<file path="config.mk">
export PLATFORM = sky130hd
export DESIGN_NAME = fetch_unit
export DESIGN_NICKNAME = d
export VERILOG_FILES = /design/src/rtl/fetch_unit.sv
export SDC_FILE = /design/constraint.sdc
export NUM_CORES = 1
export LEC_CHECK = 0
export BUFFER_PORTS_ARGS = -buffer_cell sky130_fd_sc_hd__buf_2
export CORE_MARGIN = 10
export CORE_UTILIZATION = 35
export CTS_BUF_LIST = sky130_fd_sc_hd__clkbuf_16
export DETAILED_ROUTE_END_ITERATION = 10
export MAX_ROUTING_LAYER = met4
export PLACE_DENSITY = 0.67
export SKIP_CTS_REPAIR_TIMING = 1
export SYNTH_ARGS = -nofsm -noshare
export SYNTH_HDL_FRONTEND = slang
export SYNTH_SLANG_ARGS = --single-unit
</file>
<file path="constraint.sdc">
create_clock -name clk -period 3.1 [get_ports clk]
set_input_delay 0.465 -clock clk [delete_from_list [all_inputs] [get_ports clk]]
set_output_delay 0.465 -clock clk [all_outputs]
set_load 0.02 [all_outputs]
</file>
<file path="src/rtl/fetch_unit.sv">
// Instruction fetch unit: one fetch/exec pair per instruction, next-PC select on commit.
// Optional macro PC_MISALIGN_TRAP_EN traps misaligned targets instead of clearing next_pc[1:0].
//   state   | meaning
//   S_IDLE  | one cycle after reset release
//   S_FETCH | imem_req high, waiting for imem_ready
//   S_EXEC  | instr held for decode/execute until commit
//   S_TRAP  | misaligned target taken, halted until reset
module fetch_unit #(
  parameter logic [31:0] RESET_PC = 32'h0000_0000
) (
  input  logic        clk,
  input  logic        rst_n,
  output logic        imem_req,
  output logic [31:0] imem_addr,
  input  logic        imem_ready,
  input  logic [31:0] imem_rdata,
  output logic [31:0] instr,
  output logic        instr_valid,
  output logic [31:0] pc_plus4,
  input  logic        commit,
  input  logic        pcsrc,
  input  logic        jmp,
  input  logic        jr,
  input  logic [31:0] branch_imm,
  input  logic [31:0] jr_target,
  output logic        misalign
);

  typedef enum logic [1:0] {
    S_IDLE  = 2'd0,
    S_FETCH = 2'd1,
    S_EXEC  = 2'd2,
    S_TRAP  = 2'd3
  } state_t;

  state_t      r_state;
  logic [31:0] r_pc;
  logic [31:0] r_instr;
  logic        r_req;
  logic        r_valid;
  logic        r_misalign;

  logic [31:0] w_pc_plus4;
  logic [31:0] w_next_pc_raw;
  logic [31:0] w_next_pc;
  logic        w_trap;

  assign w_pc_plus4 = r_pc + 32'd4;

  always_comb begin
    w_next_pc_raw = w_pc_plus4;
    if (jr)
      w_next_pc_raw = jr_target;
    else if (jmp)
      w_next_pc_raw = {w_pc_plus4[31:28], r_instr[25:0], 2'b00};
    else if (pcsrc)
      w_next_pc_raw = w_pc_plus4 + (branch_imm << 2);
  end

`ifdef PC_MISALIGN_TRAP_EN
  assign w_next_pc = w_next_pc_raw;
  assign w_trap    = |w_next_pc_raw[1:0];
`else
  // Without the trap the low bits are simply cleared, so S_TRAP is never entered.
  assign w_next_pc = w_next_pc_raw & ~32'd3;
  assign w_trap    = 1'b0;
`endif

  always_ff @(posedge clk or negedge rst_n) begin
    if (!rst_n) begin
      r_state    <= S_IDLE;
      r_pc       <= RESET_PC;
      r_instr    <= 32'd0;
      r_req      <= 1'b0;
      r_valid    <= 1'b0;
      r_misalign <= 1'b0;
    end else begin
      case (r_state)
        S_IDLE: begin
          r_state <= S_FETCH;
          r_req   <= 1'b1;
        end
        S_FETCH: begin
          if (imem_ready) begin
            r_instr <= imem_rdata;
            r_state <= S_EXEC;
            r_req   <= 1'b0;
            r_valid <= 1'b1;
          end
        end
        S_EXEC: begin
          if (commit) begin
            r_valid <= 1'b0;
            if (w_trap) begin
              r_state    <= S_TRAP;
              r_misalign <= 1'b1;
            end else begin
              r_pc    <= w_next_pc;
              r_state <= S_FETCH;
              r_req   <= 1'b1;
            end
          end
        end
        S_TRAP: begin
          r_req   <= 1'b0;
          r_valid <= 1'b0;
        end
        default: begin
          r_state <= S_IDLE;
          r_req   <= 1'b0;
          r_valid <= 1'b0;
        end
      endcase
    end
  end

  assign imem_req    = r_req;
  assign imem_addr   = r_pc;
  assign instr       = r_instr;
  assign instr_valid = r_valid;
  assign pc_plus4    = w_pc_plus4;
  assign misalign    = r_misalign;

endmodule

</file>
# Word level (Yosys, flattened, before mapping)
# Cells that the tools add are included.
# word_totals
regBits	66
latch_bits	0
ramBits	0
mem_bits_ro	0
inputBits	103
n_memories	0
# classes
n_addsub	2
mul	0
n_div	0
magnitude_cmp	0
eq_ne	5
n_shift	0
n_mux	12
bitwise	0
reduce_logical	8
# op_table
op	count
$mux 32	3
$add 32x3->32 const B	1
$add 32x32->32	1
$pmux 2 s3	1
$reduce_and 2->1	3
$reduce_and 3->1	2
$reduce_bool 3->1	2
$eq 2x2->1 const B	2
$mux 1	4
$mux 2	2
$ne 2x2->1 const B	2
$pmux 1 s4	1
$pmux 1 s3	1
$eq 2x1->1 const B	1
$logic_not 2->1	1

# Longest topological paths before layout
# depth
depth_word	5
ltp_mapped	17
mapped_depth_nobuf	17

# Worst setup path before layout
# OpenSTA, ideal clock, no wires.
# synth_timing
kind	register to register
from	register r_pc[2] (netlist: imem_addr[2])
to	register r_pc[27] (netlist: imem_addr[27])
setup_ps	77
t_arrival_ps	3848
t_required_ps	3023
setup_slack_ps	-824
path_stages_with_launch	18
n_path_buf	1
synth_period_minus_slack_ps	3924
cell_sequence	dfrtp_1 > ha_1 > nand3_1 > nor2_1 > and3_1 > nand3_1 > xnor2_1 > ha_1 > clkbuf_1 > a21oi_1 > inv_1 > a311oi_1 > a31oi_2 > o21ai_1 > mux2_1 > o21ai_0 > mux2i_1 > o21ai_1
# synth_via
elab_chain_cells	5
# synth_rtl
element	line_no	source
start, declared	37	logic [31:0] r_pc;
start signal, assigned	98	r_pc <= w_next_pc;
$add 32x3->32	48	assign w_pc_plus4 = r_pc + 32'd4;
via pc_plus4[24]	19	output logic [31:0] pc_plus4,
$add 32x32->32	57	w_next_pc_raw = w_pc_plus4 + (branch_imm << 2);
$mux 32	56	else if (pcsrc)
$mux 32	54	else if (jmp)
$mux 32	52	if (jr)
# The timed path passes the listed nets, and every way through them passes these cells.
# A chain may end at the register's enable or synchronous reset.

# Worst setup path in the final report
# layout_timing
from	register r_pc[2] (netlist: imem_addr[2])
to	register r_pc[29] (netlist: imem_addr[29])
# layout_via
elab_chain_cells	5
# layout_rtl
element	line_no
$add 32x3->32 (*)	48
$add 32x32->32	57
$mux 32	56
$mux 32 (*)	54
$mux 32 (*)	52
# Every way passes the cells marked *; elsewhere a longest branch is shown, timed or not.

==> impl_metrics.yaml <==
die:
  io_pins: 202
  num_rows: 45
  coreArea_sq_um: 15090
  die_x_um: 143.5
  dieArea_sq_um: 20600
  initial_core_util_pct: 35.40
  die_h_um: 143.5
clocking:
  htreeDepth: 3
  insertion_delay_ns: 0.33
  cts.clk_slew.worst_paths_ns: 0.05
  clockBufferDepth: 2
  cts_tree: "done"
  numCtsBuffers: 9
  numClockSinks: 66
  cts_root_buf: "clkbuf_16"
detailed_routing:
  via_per_inst: 5.209
  dr.pass1.iters: 5
  dr_total_vias: 5975
  route.detailed.wl_per_inst_um: 18.52
  ant_nets: 0
  wl_um: 21240
  drc_errors: 0
  drt-initial-drc-count: 307
setup_path:
  crit_chain: "ha_4 -> nand3_4 -> nor2_4 -> and3_4 -> nand2_1 -> xnor2_2 -> ha_4 -> nand3_2 -> nor4_4 -> o2111ai_2 -> a31oi_4 -> o21ai_2 -> buf_4 -> a21oi_2 -> nor2b_1 -> xor2_1 -> o21ai_1"
  crit_start: "imem_addr[2]$_DFFE_PN0P_"
  cp.required_ns: 3.31
  cp.depth: 17
  crit_family: "simple AND/OR/NAND/NOR gates"
  crit_path_end_kind: "flop"
  critical-path-max-stage-delay_ns: 0.40
  timing.rr.start: "imem_addr[2]$_DFFE_PN0P_"
  path_max_fanout: 5
  cp-start-kind: "flop"
  ff2ff_path_depth: 17
  cp-endpoint: "imem_addr[29]$_DFFE_PN0P_"
  critPathKind: "flop to flop"
  path_buf_inv: 1
  slowest_stage: "dfrtp_2"
  cp.arrival_ns: 3.65
  crit_path_frequent_cell: "ha_4"
  rr_endpoint: "imem_addr[29]$_DFFE_PN0P_"
  r2r_slack_ns: -0.34
sta:
  setup_ws_ns: -0.3447
  rsz0062_at_grt: "yes"
  hold_viol: 0
  slew_viol_final: 0
  period_share_pct: 111.1
  finalSetupViolations: 14
  min_period_ns: 3.445
  tns_ns: -2.422
  holdWs_ns: 0.1822
  timing.slew.headroom_pct: 52.26
  max_slew.worst_pin.slew_ns: 0.7161
  fin_skew_ns: 0.004266
  clock.fmax_ghz: 0.2903
global_route:
  grt_pass1_wl_um: 31540
  grt_pass1_vias: 5863
  grt_max_degree: 41
  overflow: 0
  grt_use_total_pct: 20.05
  antenna_found_initial: 0
synthesis:
  avgSynthCellArea_sq_um: 8.574
  synth.area.top_cells: "dfrtp_1 (31%), ha_1 (8.4%), mux2_2 (6.7%)"
  syn_area_sq_um: 5341
  syn-instance-count: 623
  ys_ff_latch: 66
  yosysUniqueCellTypes: 65
  synth_top_cells_by_count: "nand2_1 (67), dfrtp_1 (66), nor2_1 (55)"
  synth-seq-area-share_pct: 30.92
  synth_edf_count: 0
  synthFlopType: "dfrtp_1"
  yosysMostFrequentCell: "nand2_1"
  yosysTopAreaCellShare_pct: 30.92
  synthArstFlopShare_pct: 100.0
  yosys.area.top_type: "dfrtp_1"
  yosys_warnings: 0
worst_hold_path:
  min_path_type: "primary input to async pin"
finish:
  fill_cells: 1367
  drive_above_1_share_pct: 54.85
  fin_cells: 1147
  final_area_sq_um: 8720
  syn2layout_area_growth_pct: 63.25
  fin_util_pct: 57.79
  diodes: 0
  nNetsFinal: 1094
placed_design:
  globalplace.congestion: 0.9823
  placed_area_sq_um: 7978
  pre_cts_slack_ns: -0.4325
  dpl.hpwl_um: 17150
  dpl.cell_count: 1121
  port-buffer-count: 192
outcome:
  failed_checks: "negative setup slack"
  status: "finished, violations left"
run:
  max-cap-violations: 0
power_and_ir_drop:
  leakagePower_nw: 4.205
  peakVddDrop_mv: 0.6500
  power_mw: 8.908
  pwr_density_cell_nw_per_um2: 1022
==> worst register-to-register path, cell delays in order (launching register included) <==
cell and delay [ns]:
dfrtp_2 0.40, ha_4 0.16, nand3_4 0.09, nor2_4 0.17
and3_4 0.25, nand2_1 0.09, xnor2_2 0.19, ha_4 0.31
nand3_2 0.13, nor4_4 0.30, o2111ai_2 0.23, a31oi_4 0.25
o21ai_2 0.09, buf_4 0.14, a21oi_2 0.12, nor2b_1 0.06
xor2_1 0.24, o21ai_1 0.11
==> layout make-up <==
type	count	area [sq um]	area share, %
inverter	12	47.55	0.5453
clock inverter	7	28.78	0.3300
timing repair buffer	346	2137	24.51
tap	188	235.2	2.698
clock buffer	9	225.2	2.583
sequential	66	1670	19.16
multi-input combinational	519	4375	50.18
==> worst min-delay path by stage <==
stage | from | endpoint | slack, ns | depth (start not counted)
final | rst_n | instr[29]$_DFFE_PN0P_ | 0.18 | 1
after global routing | rst_n | instr[29]$_DFFE_PN0P_ | 0.24 | 1
after CTS | rst_n | instr[29]$_DFFE_PN0P_ | 0.21 | 1
after detailed placement | instr[31]$_DFFE_PN0P_ | instr[31]$_DFFE_PN0P_ | 0.49 | 1
after global placement | instr[28]$_DFFE_PN0P_ | instr[28]$_DFFE_PN0P_ | 0.48 | 1
after floorplan | rst_n | imem_addr[10]$_DFFE_PN0P_ | 0.17 | 0
==> flip-flops by register name, summed over array words and instances (netlist names) <==
| signal | flops |
|---|---|
| imem_addr | 30 |
| imem_req | 1 |
| instr | 32 |
| instr_valid | 1 |
| r_state | 2 |
==> per-layer routing <==
layer	share of wire, %	wire length, um	up-vias	track usage, %
li1	-	-	2935	-
met1	45	9482	2844	26.25
met2	48	10190	176	31.41
met3	6.3	1332	20	4.125
met4	1.1	235	0	4.245
met5	0	0	-	-
==> logic make-up (layout without fill, tap and decap cells) <==
logic type	after synthesis	in the layout	synth area share [%]
AND/OR/NAND/NOR	202	202	18.20
AO/OA/AOI/OAI	183	183	21.76
flip-flops	66	66	30.92
XOR/XNOR	53	53	8.831
buffers and inverters	42	374	3.326
multiplexers	39	39	8.082
adder cells (fa/ha/maj)	37	37	8.808
other	1	5	0.07021
==> layout by cell type (no fill, tap or decap), types with 6 or more instances in the layout <==
| cell | n |
|---|---|
| o21ai_2 | 8 |
| mux2_2 | 32 |
| a21oi_2 | 11 |
| nand2_1 | 63 |
| o211ai_1 | 8 |
| and3_1 | 9 |
| xnor2_2 | 11 |
| o21ai_1 | 14 |
| inv_1 | 12 |
| nor2_1 | 47 |
| nand3_1 | 20 |
| a21o_1 | 11 |
| a21oi_1 | 37 |
| clkbuf_16 | 9 |
| ha_4 | 10 |
| buf_2 | 192 |
| dfrtp_2 | 15 |
| ha_1 | 23 |
| nand2b_1 | 6 |
| dfrtp_1 | 51 |
| buf_4 | 151 |
| xor2_2 | 7 |
| o22ai_1 | 10 |
| xor2_1 | 12 |
| xnor2_1 | 13 |
| a211oi_1 | 7 |
| o21ai_0 | 24 |
==> report_power, final <==
| group | internal, mW | leakage [nW] | total, mW | switching, mW |
|---|---|---|---|---|
| registers | 1.27 | 0.790 | 1.63 | 0.368 |
| logic | 2.92 | 3.28 | 6.41 | 3.48 |
| clock network | 0.522 | 0.134 | 0.868 | 0.346 |
No activity file was read; power rests on OpenSTA's default activity.
